==> src/rtl/sensor_protocol_pkg.sv <==
// Shared command/response encodings and responder state codes.
// Also used by the host-side test model and the future sensor reader.
package sensor_protocol_pkg;

   localparam logic [7:0] CMD_STATUS      = 8'h00;
   localparam logic [7:0] CMD_TEMPERATURE = 8'h01;
   localparam logic [7:0] CMD_HUMIDITY    = 8'h02;

   localparam logic [7:0] RESP_SENSOR_OK    = 8'h07;
   localparam logic [7:0] RESP_HUMIDITY     = 8'h08;
   localparam logic [7:0] RESP_TEMPERATURE  = 8'h09;
   localparam logic [7:0] RESP_SENSOR_ERROR = 8'h1F;
   localparam logic [7:0] RESP_INVALID      = 8'hEF;

   typedef logic [3:0] state_t;

   localparam state_t S_IDLE        = 4'd0;
   localparam state_t S_WAIT_ADDR   = 4'd1;
   localparam state_t S_VALIDATE    = 4'd2;
   localparam state_t S_REQUEST     = 4'd3;
   localparam state_t S_WAIT_SENSOR = 4'd4;
   localparam state_t S_SEND_CODE   = 4'd5;
   localparam state_t S_WAIT_CODE   = 4'd6;
   localparam state_t S_SEND_DATA   = 4'd7;
   localparam state_t S_WAIT_DATA   = 4'd8;

   function automatic logic cmd_is_valid(input logic [7:0] cmd);
      return (cmd == CMD_STATUS) || (cmd == CMD_TEMPERATURE) || (cmd == CMD_HUMIDITY);
   endfunction

endpackage

==> src/rtl/timeout_counter.sv <==
// Saturating cycle counter: held at zero by clear, flags expiry once count reaches limit.
module timeout_counter #(
   parameter int WIDTH = 18
) (
   input  logic             clock,
   input  logic             reset,
   input  logic             clear,
   input  logic             enable,
   input  logic [WIDTH-1:0] limit,
   output logic             expired
);

   logic [WIDTH-1:0] count;

   always_ff @(posedge clock or posedge reset) begin
      if (reset) begin
         count <= '0;
      end else if (clear) begin
         count <= '0;
      end else if (enable && (count != '1)) begin
         count <= count + WIDTH'(1);
      end
   end

   assign expired = enable && !clear && (count >= limit);

endmodule

==> src/rtl/uart_command_responder.sv <==
// Decodes {command, address} requests from the UART receiver, queries the sensor
// interface and returns a {response_code, payload} pair through the UART transmitter.
module uart_command_responder
   import sensor_protocol_pkg::*;
#(
   parameter int NUM_SENSORS    = 32,
   parameter int BYTE_TIMEOUT   = 50000,
   parameter int SENSOR_TIMEOUT = 100000
) (
   input  logic       clock,
   input  logic       reset,
   input  logic       rx_has_data,
   input  logic [7:0] rx_data,
   output logic       tx_has_data,
   output logic [7:0] tx_data,
   input  logic       tx_is_transmitting,
   input  logic       tx_done,
   output logic       sensor_request,
   output logic [4:0] sensor_address,
   input  logic       sensor_ready,
   input  logic       sensor_error,
   input  logic [7:0] sensor_temperature,
   input  logic [7:0] sensor_humidity,
   output logic       busy
);

   localparam int MAX_TIMEOUT = (BYTE_TIMEOUT > SENSOR_TIMEOUT) ? BYTE_TIMEOUT : SENSOR_TIMEOUT;
   localparam int CW          = $clog2(MAX_TIMEOUT) + 1;
   localparam logic [8:0] NUM_SENSORS_W = 9'(NUM_SENSORS);

   state_t     state;
   logic [7:0] cmd;
   logic [7:0] addr;
   logic [7:0] code;
   logic [7:0] payload;

   logic          timer_enable;
   logic          timer_expired;
   logic [CW-1:0] timer_limit;

   // The two timed states are only entered from untimed ones, so holding the
   // counter cleared outside them restarts it on every entry.
   assign timer_enable = (state == S_WAIT_ADDR) || (state == S_WAIT_SENSOR);
   assign timer_limit  = (state == S_WAIT_ADDR) ? CW'(BYTE_TIMEOUT) : CW'(SENSOR_TIMEOUT);

   timeout_counter #(.WIDTH(CW)) u_timer (
      .clock   (clock),
      .reset   (reset),
      .clear   (!timer_enable),
      .enable  (timer_enable),
      .limit   (timer_limit),
      .expired (timer_expired)
   );

   assign busy = (state != S_IDLE);

   always_ff @(posedge clock or posedge reset) begin
      if (reset) begin
         state          <= S_IDLE;
         cmd            <= '0;
         addr           <= '0;
         code           <= '0;
         payload        <= '0;
         tx_has_data    <= 1'b0;
         tx_data        <= '0;
         sensor_request <= 1'b0;
         sensor_address <= '0;
      end else begin
         tx_has_data    <= 1'b0;
         sensor_request <= 1'b0;
         case (state)
            S_IDLE: begin
               if (rx_has_data) begin
                  cmd   <= rx_data;
                  state <= S_WAIT_ADDR;
               end
            end
            S_WAIT_ADDR: begin
               // A byte arriving on the expiry cycle still completes the request.
               if (rx_has_data) begin
                  addr  <= rx_data;
                  state <= S_VALIDATE;
               end else if (timer_expired) begin
                  state <= S_IDLE;
               end
            end
            S_VALIDATE: begin
               if (!cmd_is_valid(cmd)) begin
                  code    <= RESP_INVALID;
                  payload <= cmd;
                  state   <= S_SEND_CODE;
               end else if ({1'b0, addr} >= NUM_SENSORS_W) begin
                  code    <= RESP_INVALID;
                  payload <= addr;
                  state   <= S_SEND_CODE;
               end else begin
                  sensor_request <= 1'b1;
                  sensor_address <= addr[4:0];
                  state          <= S_REQUEST;
               end
            end
            S_REQUEST: begin
               state <= S_WAIT_SENSOR;
            end
            S_WAIT_SENSOR: begin
               if (sensor_ready) begin
                  sensor_address <= '0;
                  state          <= S_SEND_CODE;
                  if (sensor_error) begin
                     code    <= RESP_SENSOR_ERROR;
                     payload <= '0;
                  end else if (cmd == CMD_TEMPERATURE) begin
                     code    <= RESP_TEMPERATURE;
                     payload <= sensor_temperature;
                  end else if (cmd == CMD_HUMIDITY) begin
                     code    <= RESP_HUMIDITY;
                     payload <= sensor_humidity;
                  end else begin
                     code    <= RESP_SENSOR_OK;
                     payload <= '0;
                  end
               end else if (timer_expired) begin
                  sensor_address <= '0;
                  code           <= RESP_SENSOR_ERROR;
                  payload        <= '0;
                  state          <= S_SEND_CODE;
               end
            end
            S_SEND_CODE: begin
               if (!tx_is_transmitting) begin
                  tx_has_data <= 1'b1;
                  tx_data     <= code;
                  state       <= S_WAIT_CODE;
               end
            end
            S_WAIT_CODE: begin
               if (tx_done) begin
                  state <= S_SEND_DATA;
               end
            end
            S_SEND_DATA: begin
               if (!tx_is_transmitting) begin
                  tx_has_data <= 1'b1;
                  tx_data     <= payload;
                  state       <= S_WAIT_DATA;
               end
            end
            S_WAIT_DATA: begin
               if (tx_done) begin
                  tx_data <= '0;
                  state   <= S_IDLE;
               end
            end
            default: begin
               state <= S_IDLE;
            end
         endcase
      end
   end

endmodule

==> config.mk <==
export PLATFORM = sky130hd
export DESIGN_NAME = uart_command_responder
export DESIGN_NICKNAME = d
export VERILOG_FILES = /design/src/rtl/sensor_protocol_pkg.sv /design/src/rtl/timeout_counter.sv /design/src/rtl/uart_command_responder.sv
export SDC_FILE = /design/constraint.sdc
export NUM_CORES = 1
export LEC_CHECK = 0
export CORE_AREA = 4 4 87 89
export DETAILED_ROUTE_END_ITERATION = 6
export DIE_AREA = 0 0 91 93
export PLACE_DENSITY = 0.84
export SYNTH_ARGS = -nofsm -noshare
export SYNTH_HDL_FRONTEND = slang
export SYNTH_SLANG_ARGS = --single-unit
==> constraint.sdc <==
create_clock -name clock -period 3.3 [get_ports clock]
set_clock_uncertainty 0.15 [all_clocks]
set_input_delay 0.66 -clock clock [delete_from_list [all_inputs] [get_ports clock]]
set_output_delay 0.66 -clock clock [all_outputs]
set_load 0.03 [all_outputs]
==> results of run 1 <==
worst max-delay path, delay by kind of cell, from the launching register on:
kind                     cells  cell delay, ns
AO/OA/AOI/OAI                3            0.88
adder cells (fa/ha/maj)      1            0.24
buffers and inverters        1            0.09
flip-flops                   1            0.48
multiplexers                 1            0.39
AND/OR/NAND/NOR              2            0.76
sequential cells by signal, indices dropped and copies added (netlist names):
register and count:
addr 8, sensor_address 5, payload 8, u_timer.count 18, tx_data 8, state 4, sensor_request 1, cmd 8
tx_has_data 1, code 5
through the flow:
stage	util (%)	std cells
6_report	62.83	474
3_5_place_dp	59.72	458
4_1_cts	62.83	474
2_1_floorplan	-	344
3_3_place_gp	59.72	458
5_1_grt	62.83	474
area by class of cell:
type	instances	area, um^2	share of cell area (%)
tap	80	100.1	2.358
clock inverter	5	78.83	1.857
inverter	15	61.31	1.444
multi-input combinational	245	1704	40.14
timing repair buffer	52	518.0	12.20
sequential	66	1652	38.90
clock buffer	11	131.4	3.095
metal layers:
metal,routed length [um],share of wire [%],global-route usage [%]
met1,3545,45,26.15
met2,3861,49,31.76
met3,404,5.1,4.183
met4,127,1.6,9.296
met5,0,0,0
worst min path at each step:
stage	start	end	slack (ns)
after floorplan	code[4]	code[4]	0.31
after global placement	tx_data[4]	tx_data[4]	0.31
after detailed placement	tx_data[1]	tx_data[1]	0.32
after CTS	tx_data[1]	tx_data[1]	0.34
after global routing	tx_data[2]	tx_data[2]	0.36
final	tx_data[4]	tx_data[4]	0.33
logic make-up (layout without fill, tap and decap cells):
logic type | Yosys count | count (layout)
buffers and inverters | 33 | 83
AOI/OAI and AO/OA | 83 | 83
DFF | 66 | 66
muxes | 28 | 28
xor gates and xnor gates | 13 | 13
adders and majority gates | 6 | 6
and+or+nand+nor | 115 | 115
cell usage after synthesis, types with 2 or more instances:
| cell type | instances |
|---|---|
| mux2_4 | 7 |
| nor3_1 | 10 |
| and3_1 | 4 |
| a311oi_1 | 5 |
| a22oi_1 | 8 |
| and4_1 | 3 |
| a211oi_1 | 8 |
| a21oi_1 | 8 |
| a221o_1 | 8 |
| nand2b_1 | 3 |
| or2_2 | 3 |
| a22o_1 | 5 |
| o21ai_0 | 17 |
| dfrtp_1 | 66 |
| o32ai_1 | 2 |
| nand3_1 | 14 |
| inv_1 | 14 |
| o22ai_1 | 3 |
| o21a_1 | 2 |
| nand2_1 | 37 |
| clkbuf_1 | 11 |
| mux2_2 | 20 |
| a31oi_1 | 5 |
| nor2_1 | 29 |
| buf_6 | 3 |
| nand4_1 | 3 |
| xnor2_1 | 12 |
| buf_2 | 3 |
| ha_1 | 6 |
power breakdown:
part / total, mW / switching (mW) / leakage [nW] / internal (mW)
Sequential: 1.26 / 0.210 / 0.841 / 1.06
Clock: 0.738 / 0.313 / 0.107 / 0.424
Combinational: 1.36 / 0.719 / 0.847 / 0.639
Total: 3.36 / 1.24 / 1.79 / 2.12
==> metrics.log, run 1 <==
INFO  metric result_of_the_run = finished clean
INFO  metric postCtsSetupBuffers = 0
INFO  metric finalCriticalPeriod = 3.116 ns
INFO  metric nFillCells = 542
INFO  metric synthXorXnorAreaFrac = 3.243%
INFO  metric antennaDiodeCount = 0
INFO  metric synth_adder_area_share = 2.138%
INFO  metric worstReg2RegEnd = payload[7]
INFO  metric timing.final.max_slew_violations = 0
INFO  metric ctsHtreeMaxLevel = 3
INFO  metric timing.critical_path.from = state[2]
INFO  metric netlist_area = 3511 um^2
INFO  metric portBuffers = 46
INFO  metric synth_edf_count = 0
INFO  metric ctsHoldBuffers = 0
INFO  metric fp.coreArea = 6756 um^2
INFO  metric reg2reg_setup_slack = 0.18 ns
INFO  metric worst_hold_path_type = reg2reg
INFO  metric yosys_most_used_dff = dfrtp_1
INFO  metric postLayoutSetupSlackWorst = 0.1844 ns
INFO  metric num-nets-final = 426
INFO  metric fp.dieW = 91 um
INFO  metric synth.top_cells.by_area = dfrtp_1 (47%), mux2_2 (6.4%), nand2_1 (4.0%), nor2_1 (3.1%), mux2_4 (3.0%)
INFO  metric post_cts_resized = 0
INFO  metric mostFrequentLayoutCells = dfrtp_1 (66), clkdlybuf4s50_1 (46), nand2_1 (37), nor2_1 (29), mux2_2 (20)
INFO  metric design.portCount = 47
INFO  metric final_design_area_no_fill = 4245 um^2
INFO  metric ys_async_sr_fraction = 100.0%
INFO  metric timing.rr.start = state[2]
INFO  metric tritoncts_clock_tree = built
INFO  metric synthCells = 344
INFO  metric avg_cell_area_syn = 10.21 um^2
INFO  metric post_dp_cell_area = 4035 um^2
INFO  metric finalSetupTns = 0 ns
INFO  metric synth_sequential_area_ratio = 47.04%
INFO  metric num_vias = 2808
INFO  metric firstDrtPassIters = 4
INFO  metric drt.antenna.violating_nets = 0
INFO  metric drive_gt1_share = 15.23%
INFO  metric antenna_found_initial = 0
INFO  metric design_power_total = 3.361 mW
INFO  metric tritoncts.num_buffers = 9
INFO  metric cp-endpoint = payload[7]
INFO  metric synth_top_area_share = 47.04%
INFO  metric final.period_utilization = 94.41%
INFO  metric whs_path_depth = 2
INFO  metric start_util = 51.96%
INFO  metric insertion_delay = 0.35 ns
INFO  metric gp_congestion = 0.8353
INFO  metric critPathKind = reg2reg
INFO  metric numClockSinks = 66
INFO  metric area_of_the_die = 8463 um^2
INFO  metric flow.area_growth_from_synthesis = 20.92%
INFO  metric dp_hpwl = 5824 um
INFO  metric root_buffer_cell = clkbuf_8
INFO  metric routedWlPerCell = 16.75 um
INFO  metric final-hold-violation-count = 0
INFO  metric vdd_ir_drop_max = 0.3548 mV
INFO  metric routed_wirelength = 7938 um
INFO  metric end_kind = flop
INFO  metric max_clock_freq = 321.0 MHz
INFO  metric path_max_fanout = 12
INFO  metric max-cap-violations = 0
INFO  metric critPathRequiredTime = 3.39 ns
INFO  metric clk_pin_slew = 0.07 ns
INFO  metric yosys_register_bits = 66
INFO  metric remaining_drc_errors = 0
INFO  metric synthDistinctLibCells = 54
INFO  metric main_combinational_cell_family_by_area_after_synthesis = compound AO/OA/AOI/OAI gates
INFO  metric synthSimpleGateAreaFrac = 15.93%
INFO  metric synth-compound-area-share = 17.53%
INFO  metric worstPathCellList = or4b_4 -> clkinv_4 -> ha_1 -> a311oi_1 -> o21a_1 -> nand3_2 -> o21ai_4 -> mux2_2
INFO  metric synth.mux.area_fraction = 9.694%
INFO  metric synthesis.nets = 381
INFO  metric synth_top_cell_by_area = dfrtp_1
INFO  metric wire_length_of_the_first_global_routing_pass = 13390 um
INFO  metric cp_data_arrival_time = 3.20 ns
INFO  metric critical_path_startpoint_category = flop
INFO  metric grt_start_max_net_pins = 43
INFO  metric die_height = 93 um
INFO  metric cp_max_stage_delay = 0.63 ns
INFO  metric rows = 30
INFO  metric slew-limit-headroom = 41.08%
INFO  metric pre_cts_slack = 0.1928 ns
INFO  metric mostFrequentLayoutCell = dfrtp_1
INFO  metric via_count_of_the_first_global_routing_pass = 2755
INFO  metric cellLeakagePower = 1.795 nW
INFO  metric clock_path_buffers = 2
INFO  metric worst_slew_pin_slew = 0.8839 ns
INFO  metric power_density = 791.8 nW/um^2
INFO  metric worst-r2r-cell-count = 8
INFO  metric synth_warnings = 0
INFO  metric worst_path_max_delay_cell = or4b_4
INFO  metric finalHoldWorstSlack = 0.3251 ns
INFO  metric setup-violations-final = 0
INFO  metric vias_per_cell = 5.924
INFO  metric gr-usage-all-layers = 19.93%
INFO  metric rsz0062_at_grt = no
INFO  metric drc_violation_total_after_the_first_tritonroute_iteration = 133
INFO  metric grt_overflow_total = 0
(Power assumes the default switching activity.)
==> run 2, diff against run 1 <==
Settings changed: DONT_BUFFER_PORTS set to 1, PLACE_DENSITY 0.84 to 0.75.
==> run 2 against run 1 <==
  * Via count fell by 8.4%
  * Global-route usage fell by 2.1 points
  * Wire length fell by 7.6%
  * First-iteration DRC count fell by 5.3%
  * Flip-flop and latch count did not move
==> metrics.log, run 2 (synthesis gave the netlist of run 1 again) <==
INFO  metric largest_register = u_timer.count
INFO  metric grt_start_max_net_pins = 67
INFO  metric reg2reg_setup_slack = 0.23 ns
INFO  metric gr-usage-all-layers = 17.83%
INFO  metric clock_path_buffers = 2
INFO  metric result_of_the_run = finished clean
INFO  metric drt.antenna.violating_nets = 0
INFO  metric num-nets-final = 381
INFO  metric rows = 30
INFO  metric antenna_found_initial = 0
INFO  metric final-hold-violation-count = 0
INFO  metric postCtsSetupBuffers = 0
INFO  metric design.portCount = 47
INFO  metric end_kind = flop
INFO  metric dp_hpwl = 5243 um
INFO  metric mostFrequentLayoutCell = dfrtp_1
INFO  metric postLayoutSetupSlackWorst = 0.2267 ns
INFO  metric cellLeakagePower = 1.615 nW
INFO  metric worst_path_max_delay_cell = or4b_4
INFO  metric portBuffers = 0
INFO  metric area_used_by_multi_input_combinational_logic = 1704 um^2
INFO  metric num_vias = 2571
INFO  metric power_density = 843.1 nW/um^2
INFO  metric post_cts_resized = 0
INFO  metric vias_per_cell = 5.993
INFO  metric largest_reg_flops = 18
INFO  metric path_max_fanout = 12
INFO  metric die_height = 93 um
INFO  metric max_clock_freq = 325.4 MHz
INFO  metric antennaDiodeCount = 0
INFO  metric fp.dieW = 91 um
INFO  metric start_util = 51.96%
INFO  metric critical_path_startpoint_category = flop
INFO  metric critPathKind = reg2reg
INFO  metric post_dp_cell_area = 3570 um^2
INFO  metric via_count_of_the_first_global_routing_pass = 2516
INFO  metric insertion_delay = 0.35 ns
INFO  metric final_design_area_no_fill = 3772 um^2
INFO  metric mostFrequentLayoutCells = dfrtp_1 (66), nand2_1 (37), nor2_1 (29), mux2_2 (20), o21ai_0 (17)
INFO  metric flow.area_growth_from_synthesis = 7.448%
INFO  metric vdd_ir_drop_max = 0.3714 mV
INFO  metric routed_wirelength = 7331 um
INFO  metric tritoncts_clock_tree = built
INFO  metric pre_cts_slack = 0.2423 ns
INFO  metric cell_count_after_placement = 413
INFO  metric max-cap-violations = 0
INFO  metric cp_data_arrival_time = 3.17 ns
INFO  metric rsz0062_at_grt = no
INFO  metric gp_congestion = 0.8235
INFO  metric regArea = 1652 um^2
INFO  metric finish.cell_count_without_fillers = 429
INFO  metric timing.final.max_slew_violations = 0
INFO  metric fp.coreArea = 6756 um^2
INFO  metric cp_max_stage_delay = 0.63 ns
INFO  metric wire_length_of_the_first_global_routing_pass = 12080 um
INFO  metric routedWlPerCell = 17.09 um
INFO  metric area_of_the_die = 8463 um^2
INFO  metric design_power_total = 3.180 mW
INFO  metric worst_hold_path_type = in2reg
INFO  metric drc_violation_total_after_the_first_tritonroute_iteration = 126
INFO  metric grt_overflow_total = 0
INFO  metric numClockSinks = 66
INFO  metric tritoncts.num_buffers = 9
INFO  metric worst_slew_pin_slew = 0.8902 ns
INFO  metric setup-violations-final = 0
INFO  metric ctsHtreeMaxLevel = 3
INFO  metric drive_gt1_share = 18.05%
INFO  metric final.period_utilization = 93.13%
INFO  metric remaining_drc_errors = 0
INFO  metric finalSetupTns = 0 ns
INFO  metric critPathRequiredTime = 3.39 ns
INFO  metric worstPathCellList = or4b_4 -> clkinv_4 -> ha_1 -> a311oi_1 -> o21a_1 -> nand3_2 -> o21ai_4 -> mux2_2
INFO  metric finalCriticalPeriod = 3.073 ns
INFO  metric finalHoldWorstSlack = 0.2300 ns
INFO  metric root_buffer_cell = clkbuf_8
INFO  metric slew-limit-headroom = 40.65%
INFO  metric firstDrtPassIters = 4
INFO  metric nFillCells = 557
INFO  metric ctsHoldBuffers = 0
INFO  metric clk_pin_slew = 0.08 ns
INFO  metric final_core_util = 55.83%
==> run 2: cell type report <==
cell class	instances	area share, %
clock buffer	10	3.648
clock inverter	6	1.725
inverter	15	1.625
multi-input combinational	245	45.17
sequential	66	43.78
tap	80	2.653
timing repair buffer	7	1.393
==> run 2: path summary, 6_finish.rpt <==
path / from / endpoint / cells past startpoint
setup / recovery: state[2] / code[2] / 8
hold / removal: tx_is_transmitting / tx_has_data / 1
setup reg to reg: state[2] / code[2] / 8
hold reg to reg: code[4] / code[4] / 1
max in group asynchronous: reset / state[0] / 2
min in group asynchronous: reset / u_timer.count[1] / 2
==> run 2: where the power goes <==
group | internal [mW] | leakage [nW] | switching (mW) | total, mW
registers | 1.05 | 0.841 | 0.312 | 1.37
logic | 0.523 | 0.672 | 0.600 | 1.12
clock network | 0.370 | 0.103 | 0.322 | 0.692
total | 1.95 | 1.62 | 1.23 | 3.18
==> run 2: worst max-delay path: cells and delay by family (launching register included) <==
family / cells / cell delay [ns]
AO/OA/AOI/OAI: 3 / 0.87
AND/OR/NAND/NOR: 2 / 0.75
flip-flops: 1 / 0.48
multiplexers: 1 / 0.38
adder cells (fa/ha/maj): 1 / 0.23
buffers and inverters: 1 / 0.09
==> run 2: per-layer routing <==
layer / GRT usage, % / part of all wire, %
met4: 7.663 / 1.9
met5: 0 / 0
met3: 6.516 / 7.4
met1: 23.90 / 45
met2: 26.00 / 45
